==> config.mk <==
export PLATFORM = sky130hd
export DESIGN_NAME = pc_unit_flat
export DESIGN_NICKNAME = d
export VERILOG_FILES = /design/src/rtl/pc_unit_if.sv /design/src/rtl/pc_unit.sv /design/src/flat_wrapper.sv
export SDC_FILE = /design/constraint.sdc
export NUM_CORES = 1
export LEC_CHECK = 0
export CAP_MARGIN = 20
export CORE_ASPECT_RATIO = 1.1
export CORE_MARGIN = 4
export CORE_UTILIZATION = 37
export DETAILED_ROUTE_END_ITERATION = 16
export PLACE_DENSITY = 0.83
export SLEW_MARGIN = 10
export SYNTH_ARGS = -nofsm -noshare
export SYNTH_HDL_FRONTEND = slang
export SYNTH_SLANG_ARGS = --single-unit
==> constraint.sdc <==
create_clock -name clk -period 2.4 [get_ports clk]
set_input_delay 0.48 -clock clk [delete_from_list [all_inputs] [get_ports clk]]
set_output_delay 0.48 -clock clk [all_outputs]
set_load 0.05 [all_outputs]
==> src/rtl/pc_unit_if.sv <==
// Fetch-side bundle between the next-PC control of the datapath and pc_unit.
// master = datapath / control side, slave = the PC unit itself.
interface pc_unit_if #(
    parameter int XLEN = 32
);
    logic            stall;
    logic            redirect_valid;
    logic [XLEN-1:0] redirect_target;
    logic            trap_valid;
    logic [XLEN-1:0] trap_epc;
    logic            mret_valid;
    logic [XLEN-1:0] mtvec;
    logic            halt;
    logic            resume;
    logic [XLEN-1:0] pc;
    logic [XLEN-1:0] pc_plus;
    logic            pc_valid;
    logic            misalign;
    logic [XLEN-1:0] epc;
    logic            halted;

    modport master (
        output stall, redirect_valid, redirect_target, trap_valid, trap_epc,
               mret_valid, mtvec, halt, resume,
        input  pc, pc_plus, pc_valid, misalign, epc, halted
    );

    modport slave (
        input  stall, redirect_valid, redirect_target, trap_valid, trap_epc,
               mret_valid, mtvec, halt, resume,
        output pc, pc_plus, pc_valid, misalign, epc, halted
    );
endinterface

==> src/rtl/pc_unit.sv <==
// Program-counter unit: BOOT/RUN/HALTED control, next-PC priority mux, epc and misalign flag.
// Define PC_TRAP_EN to compile in trap/mret/epc and trap-on-misaligned-redirect.
module pc_unit #(
    parameter int              XLEN       = 32,
    parameter logic [XLEN-1:0] RESET_VEC  = '0,
    parameter int              ILEN_BYTES = 4
) (
    input logic       clk,
    input logic       reset,
    pc_unit_if.slave  bus
);

    typedef enum logic [1:0] {
        ST_BOOT,
        ST_RUN,
        ST_HALTED
    } state_e;

    localparam logic [XLEN-1:0] ALIGN_MASK = XLEN'(ILEN_BYTES - 1);
    localparam logic [XLEN-1:0] PC_STEP    = XLEN'(ILEN_BYTES);

    state_e          state_q, state_d;
    logic [XLEN-1:0] pc_q, pc_d;
    logic [XLEN-1:0] epc_q, epc_d;
    logic            pc_valid_q, pc_valid_d;
    logic            misalign_q, misalign_d;
    logic            halted_q, halted_d;

    logic [XLEN-1:0] pc_plus;
    logic            trap_req;
    logic            mret_req;
    logic [XLEN-1:0] trap_vec;
    logic [XLEN-1:0] trap_epc_in;
    logic            target_misaligned;

    assign pc_plus = pc_q + PC_STEP;

`ifdef PC_TRAP_EN
    logic unused_mtvec_bits;
    assign trap_req          = bus.trap_valid;
    assign mret_req          = bus.mret_valid;
    assign trap_vec          = {bus.mtvec[XLEN-1:2], 2'b00};
    assign trap_epc_in       = bus.trap_epc;
    assign unused_mtvec_bits = ^bus.mtvec[1:0];
`else
    // Trap side is compiled out: its inputs are deliberately ignored.
    logic unused_trap_inputs;
    assign trap_req           = 1'b0;
    assign mret_req           = 1'b0;
    assign trap_vec           = '0;
    assign trap_epc_in        = '0;
    assign unused_trap_inputs = ^{bus.trap_valid, bus.trap_epc, bus.mret_valid, bus.mtvec};
`endif

    assign target_misaligned = |(bus.redirect_target & ALIGN_MASK);

    always_comb begin
        state_d    = state_q;
        pc_d       = pc_q;
        epc_d      = epc_q;
        misalign_d = 1'b0;

        unique case (state_q)
            ST_BOOT: begin
                state_d = ST_RUN;
            end
            ST_RUN, ST_HALTED: begin
                if (trap_req) begin
                    pc_d  = trap_vec;
                    epc_d = trap_epc_in;
                end else if (mret_req) begin
                    pc_d = epc_q;
                end else if (bus.redirect_valid) begin
                    misalign_d = target_misaligned;
                    if (target_misaligned) begin
`ifdef PC_TRAP_EN
                        pc_d  = trap_vec;
                        epc_d = bus.redirect_target;
`else
                        pc_d  = bus.redirect_target & ~ALIGN_MASK;
`endif
                    end else begin
                        pc_d = bus.redirect_target;
                    end
                end else if (state_q == ST_RUN && !bus.halt && !bus.stall) begin
                    // Halt entry freezes the PC instead of advancing it.
                    pc_d = pc_plus;
                end

                if (state_q == ST_RUN) begin
                    if (bus.halt) begin
                        state_d = ST_HALTED;
                    end
                end else if (bus.resume && !bus.halt) begin
                    state_d = ST_RUN;
                end
            end
            default: begin
                state_d = ST_BOOT;
            end
        endcase

        pc_valid_d = (state_d == ST_RUN);
        halted_d   = (state_d == ST_HALTED);
    end

    always_ff @(posedge clk) begin
        if (reset) begin
            state_q    <= ST_BOOT;
            pc_q       <= RESET_VEC;
            epc_q      <= '0;
            pc_valid_q <= 1'b0;
            misalign_q <= 1'b0;
            halted_q   <= 1'b0;
        end else begin
            state_q    <= state_d;
            pc_q       <= pc_d;
            epc_q      <= epc_d;
            pc_valid_q <= pc_valid_d;
            misalign_q <= misalign_d;
            halted_q   <= halted_d;
        end
    end

    assign bus.pc       = pc_q;
    assign bus.pc_plus  = pc_plus;
    assign bus.pc_valid = pc_valid_q;
    assign bus.misalign = misalign_q;
    assign bus.epc      = epc_q;
    assign bus.halted   = halted_q;

endmodule

==> src/flat_wrapper.sv <==
// flat-port wrapper written by rule: the top's interface ports become plain ports
module pc_unit_flat 
#(
    parameter int              XLEN       = 32,
    parameter logic [XLEN-1:0] RESET_VEC  = '0,
    parameter int              ILEN_BYTES = 4
)
  (clk, reset, bus_stall, bus_redirect_valid, bus_redirect_target, bus_trap_valid, bus_trap_epc, bus_mret_valid, bus_mtvec, bus_halt, bus_resume, bus_pc, bus_pc_plus, bus_pc_valid, bus_misalign, bus_epc, bus_halted);
  pc_unit_if #(.XLEN(XLEN)) bus_i ();
  input logic clk;
  input logic reset;
  input wire logic [$bits(bus_i.stall)-1:0] bus_stall;
  input wire logic [$bits(bus_i.redirect_valid)-1:0] bus_redirect_valid;
  input wire logic [$bits(bus_i.redirect_target)-1:0] bus_redirect_target;
  input wire logic [$bits(bus_i.trap_valid)-1:0] bus_trap_valid;
  input wire logic [$bits(bus_i.trap_epc)-1:0] bus_trap_epc;
  input wire logic [$bits(bus_i.mret_valid)-1:0] bus_mret_valid;
  input wire logic [$bits(bus_i.mtvec)-1:0] bus_mtvec;
  input wire logic [$bits(bus_i.halt)-1:0] bus_halt;
  input wire logic [$bits(bus_i.resume)-1:0] bus_resume;
  output wire logic [$bits(bus_i.pc)-1:0] bus_pc;
  output wire logic [$bits(bus_i.pc_plus)-1:0] bus_pc_plus;
  output wire logic [$bits(bus_i.pc_valid)-1:0] bus_pc_valid;
  output wire logic [$bits(bus_i.misalign)-1:0] bus_misalign;
  output wire logic [$bits(bus_i.epc)-1:0] bus_epc;
  output wire logic [$bits(bus_i.halted)-1:0] bus_halted;
  assign bus_i.stall = bus_stall;
  assign bus_i.redirect_valid = bus_redirect_valid;
  assign bus_i.redirect_target = bus_redirect_target;
  assign bus_i.trap_valid = bus_trap_valid;
  assign bus_i.trap_epc = bus_trap_epc;
  assign bus_i.mret_valid = bus_mret_valid;
  assign bus_i.mtvec = bus_mtvec;
  assign bus_i.halt = bus_halt;
  assign bus_i.resume = bus_resume;
  assign bus_pc = bus_i.pc;
  assign bus_pc_plus = bus_i.pc_plus;
  assign bus_pc_valid = bus_i.pc_valid;
  assign bus_misalign = bus_i.misalign;
  assign bus_epc = bus_i.epc;
  assign bus_halted = bus_i.halted;
  pc_unit #(.XLEN(XLEN), .RESET_VEC(RESET_VEC), .ILEN_BYTES(ILEN_BYTES)) u_core (.clk(clk), .reset(reset), .bus(bus_i));
endmodule
# After elaboration in Yosys (flattened, before gate mapping)
# Cells that the tools add are included.
word_totals:
  register_bits: 37
  in_bits: 104
  out_inout_bits: 99
  wordCells: 30
op_classes:
  addsub: 1
  n_eq_ne: 4
  n_mux: 7
  bitwise: 2
  reduce_logical: 11
op_table:
  columns: ["cell", "n"]
  rows:
  - ["32-bit two-way mux", 2]
  - ["32-bit by 3-bit adder with 32-bit output (second input constant)", 1]
  - ["2-bit two-way mux", 4]
  - ["2-bit by 1-bit == test with 1-bit output (second input constant)", 2]
  - ["2-bit == test (second input constant)", 2]
  - ["2-bit one-hot mux with 2 select lines", 1]
  - ["2-bit OR reduction", 2]
  - ["1-bit logical AND", 3]
  - ["3-bit OR reduction", 1]
  - ["1-bit logical NOT", 2]
  - ["2-bit logical NOT", 1]
  - ["1-bit inverter", 2]
  - ["2-bit AND reduction", 1]
  - ["2-bit nonzero test", 1]

# Logic depth before layout (Yosys ltp)
logic_depth:
  depth_word: 6
  ltp_mapped: 10
  ltp_nobuf: 6

# Worst setup path after synthesis
# No wires, ideal clock.
synth_path:
  path_kind: "register to output"
  from: "register u_core.pc_q[18] (netlist: u_core.bus.pc[18])"
  to: "output bus_pc_plus[31]"
  arrival_ns: 2.883
  required_ns: 1.920
  setup_slack_ns: -0.963
  path_stages_with_launch: 6
  path_buffers: 1
  cell_sequence: "dfxtp_1 -> nand2_1 -> or4_1 -> clkbuf_1 -> or3_1 -> xnor2_1"
synth_between:
  elab_chain_len: 1
synth_lines:
  columns: ["item", "line_no", "source"]
  rows:
  - ["start: declaration", "pc_unit.sv:23", "logic [XLEN-1:0] pc_q, pc_d;"]
  - ["start signal: assignment", "pc_unit.sv:117", "pc_q <= pc_d;"]
  - ["32-bit by 3-bit adder with 32-bit output", "pc_unit.sv:36", "assign pc_plus = pc_q + PC_STEP;"]
  - ["end: declaration", "flat_wrapper.sv:22", "output wire logic [$bits(bus_i.pc_plus)-1:0] bus_pc_plus;"]
# No other way between the ends.

# Worst setup path in the final report
layout_path:
  from: "register u_core.pc_q[5] (netlist: u_core.bus.pc[5])"
  to: "output bus_pc_plus[31]"
# Same word-level chain as after synthesis.

==> results_dict.tcl <==
set metrics [dict create \
    layout_min_cycle_time_ns 2.57 \
    hold_start "u_core.bus.pc[0]" \
    power_w 0.00230 \
    synth_top_cell_by_area "dfxtp_1" \
    yosysWarnings 0 \
    htree_num_levels 2 \
    r2r_slack_ns 0.20 \
    worstMarginPinSlew_ns 0.560 \
    critical_path_arrival_ns 2.09 \
    track_usage 0.225 \
    wl_per_cell_um 17.7 \
    fillers 617 \
    ys_types 60 \
    synthArstFlopShare 0 \
    core_area_um2 8000 \
    seq_area_frac_synth 0.242 \
    max_freq_mhz 389 \
    violations "setup timing" \
    die_area_um2 9800 \
    avgSynthCellArea_um2 7.78 \
    rr_worst_depth 7 \
    cap_viol_max_count 0 \
    grt_pass1_wl_um 17400 \
    root_buffer "clkbuf_8" \
    hold_viol 0 \
    worst_slack_ns -0.168 \
    cts_sinks 37 \
    post-route-period-util 1.07 \
    holdBufCountCts 0 \
    rows 34 \
    synthTopCellsByArea "dfxtp_1 (24%), buf_4 (8.8%), xnor2_1 (4.3%)" \
    wl_um 11700 \
    holdWs_ns 0.507 \
    overflow 0 \
    post-place-cells 624 \
    viasPerCell 5.64 \
    clk_pin_slew_ns 0.08 \
    synth_ff_type "dfxtp_1" \
    antenna_found_initial 0 \
    io_buffers 104 \
    synth_top_cell_area_share 0.242 \
    globalplace.congestion 0.899 \
    min_path_cells 1 \
    hold_path_end "u_core.bus.pc[0]" \
    holdCritPathClass "reg -> reg" \
    grt_max_degree 37 \
    skew_ns 0.00782 \
    numCtsBuffers 5 \
    die_w_um 94.8 \
    outcome "finished with violations" \
    synth-edff-count 0 \
    grt_pass1_vias 3607 \
    yosysMostFrequentCell "dfxtp_1" \
    firstDrtPassIters 5 \
    place_hpwl_um 8130 \
    setup.worst_path.start_class "flip-flop" \
    synth.top_cells.by_count "dfxtp_1 (37), buf_4 (36), nand2_1 (33)" \
    start_util 0.383 \
    power_density_nw_per_um2 418 \
    max-slew-margin-rel 0.625 \
    crit_required_ns 1.92 \
    grt_setup_unrepaired "yes" \
    postRouteAntennaNets 0 \
    cp_max_fo 6 \
    rr_endpoint "u_core.bus.pc[20]" \
    setup_viol 16 \
    crit_path_end_kind "primary output" \
    ir_worst_vdd_mv 0.243 \
    maxSlewViolCount 0 \
    synth_seq_cells 37 \
    ioPinCount 203 \
    fin_util 0.689 \
    final_nets 660 \
    cts_tree "done" \
    die_h_um 103 \
    synth_cells 394 \
    rr_startpoint "u_core.bus.pc[2]" \
    drive_above_1_share 0.371 \
    leakage_nw 2.23 \
    cts_buffer_depth 2 \
    criticalPathCategory "reg -> out" \
    fin_cells 661 \
    clkLatencyLatePin_ns 0.30 \
    dr.first_iter.drc_count 242 \
    antennaDiodeCount 0 \
    drc 0 \
    vias 3728 \
    syn_area_um2 3060 \
    syn2layout_area_growth_pct 79.8 \
]
-- sequential cells by signal, indices dropped and copies added (netlist names) --
signal,count
u_core.bus.pc,32
u_core.bus.pc_valid,1
u_core.bus.misalign,1
u_core.state_q,2
u_core.bus.halted,1
-- kinds of logic after synthesis --
group	after synthesis	share of synthesized area
flops	37	0.242
other cells	1	0.00122
simple gates	159	0.290
xor+xnor	25	0.0715
mux	6	0.0204
buf+inv	75	0.166
fa+ha+maj	4	0.0163
compound gates	87	0.192
-- layer usage --
metal / wire, µm / global-route usage / vias up
li1: - / - / 1695
met1: 4300 / 0.251 / 1789
met2: 6000 / 0.406 / 200
met3: 964 / 0.0463 / 44
met4: 401 / 0.110 / 0
met5: 0 / 0 / -
-- layout make-up --
class                           count  area [µm²]  area share
Tap cell                          108         135      0.0245
Multi-Input combinational cell    313        2510       0.455
Timing Repair Buffer              186        1930       0.351
Clock buffer                        6        72.6      0.0132
Clock inverter                      2        10.0     0.00182
Inverter                            9        33.8     0.00613
Sequential cell                    37         816       0.148
-- critical path, cell delays in order, from the launching register on --
cell     delay, ns
dfxtp_4       0.39
nand4_1       0.23
or3_4         0.42
or3_4         0.42
xnor2_4       0.17
buf_12        0.15
-- cells in the final DEF, fill, tap and decap left out, drive strengths merged, types with 5 or more instances in the layout --
cell type and count:
o31ai 5, nand2 33, xnor2 15, dfxtp 37, nor4 7, a31oi 11
clkbuf 6, nand3 21, or4 9, conb 32, nand4 10, xor2 10
or3 6, and2 7, and3 13, inv 8, and4 6, o21ai 18
clkdlybuf4s50 75, buf 111, a21oi 14, o211ai 5, nor2 19, nor3 14
-- how the worst max path moves through the flow --
stage	startpoint	to	slack, ns	cells after the start
6_report	u_core.bus.pc[5]	bus_pc_plus[31]	-0.17	5
5_1_grt	u_core.bus.pc[5]	bus_pc_plus[31]	-0.23	5
4_1_cts	u_core.bus.pc[6]	bus_pc_plus[31]	-0.19	5
3_5_place_dp	u_core.bus.pc[2]	bus_pc_plus[28]	0.003	6
3_3_place_gp	u_core.bus.pc[2]	bus_pc_plus[28]	0.02	6
2_1_floorplan	u_core.bus.pc[6]	bus_pc_plus[31]	-0.24	7
-- per-stage QoR --
stage,cell area (µm²),setup TNS (ns),setup WS (ns)
after floorplan,3630,-0.715,-0.240
after global placement,4920,0,0.0219
after detailed placement,4920,0,0.00253
after CTS,5290,-1.42,-0.186
after global routing,5510,-2.31,-0.226
final,5510,-1.24,-0.168
-- report_power, final --
group	total (W)	switching, W	internal, W
sequential	0.000732	0.0000738	0.000658
combinational	0.00114	0.000691	0.000444
clock	0.000434	0.000232	0.000201
-- timing repair --
item                       4_1_cts  5_1_grt
gates resized for setup         35       24
pin swaps                       23       19
setup buffers                   17       15
gates cloned                     0        0
setup endpoints to repair       18       21
(Power assumes the default switching activity.)
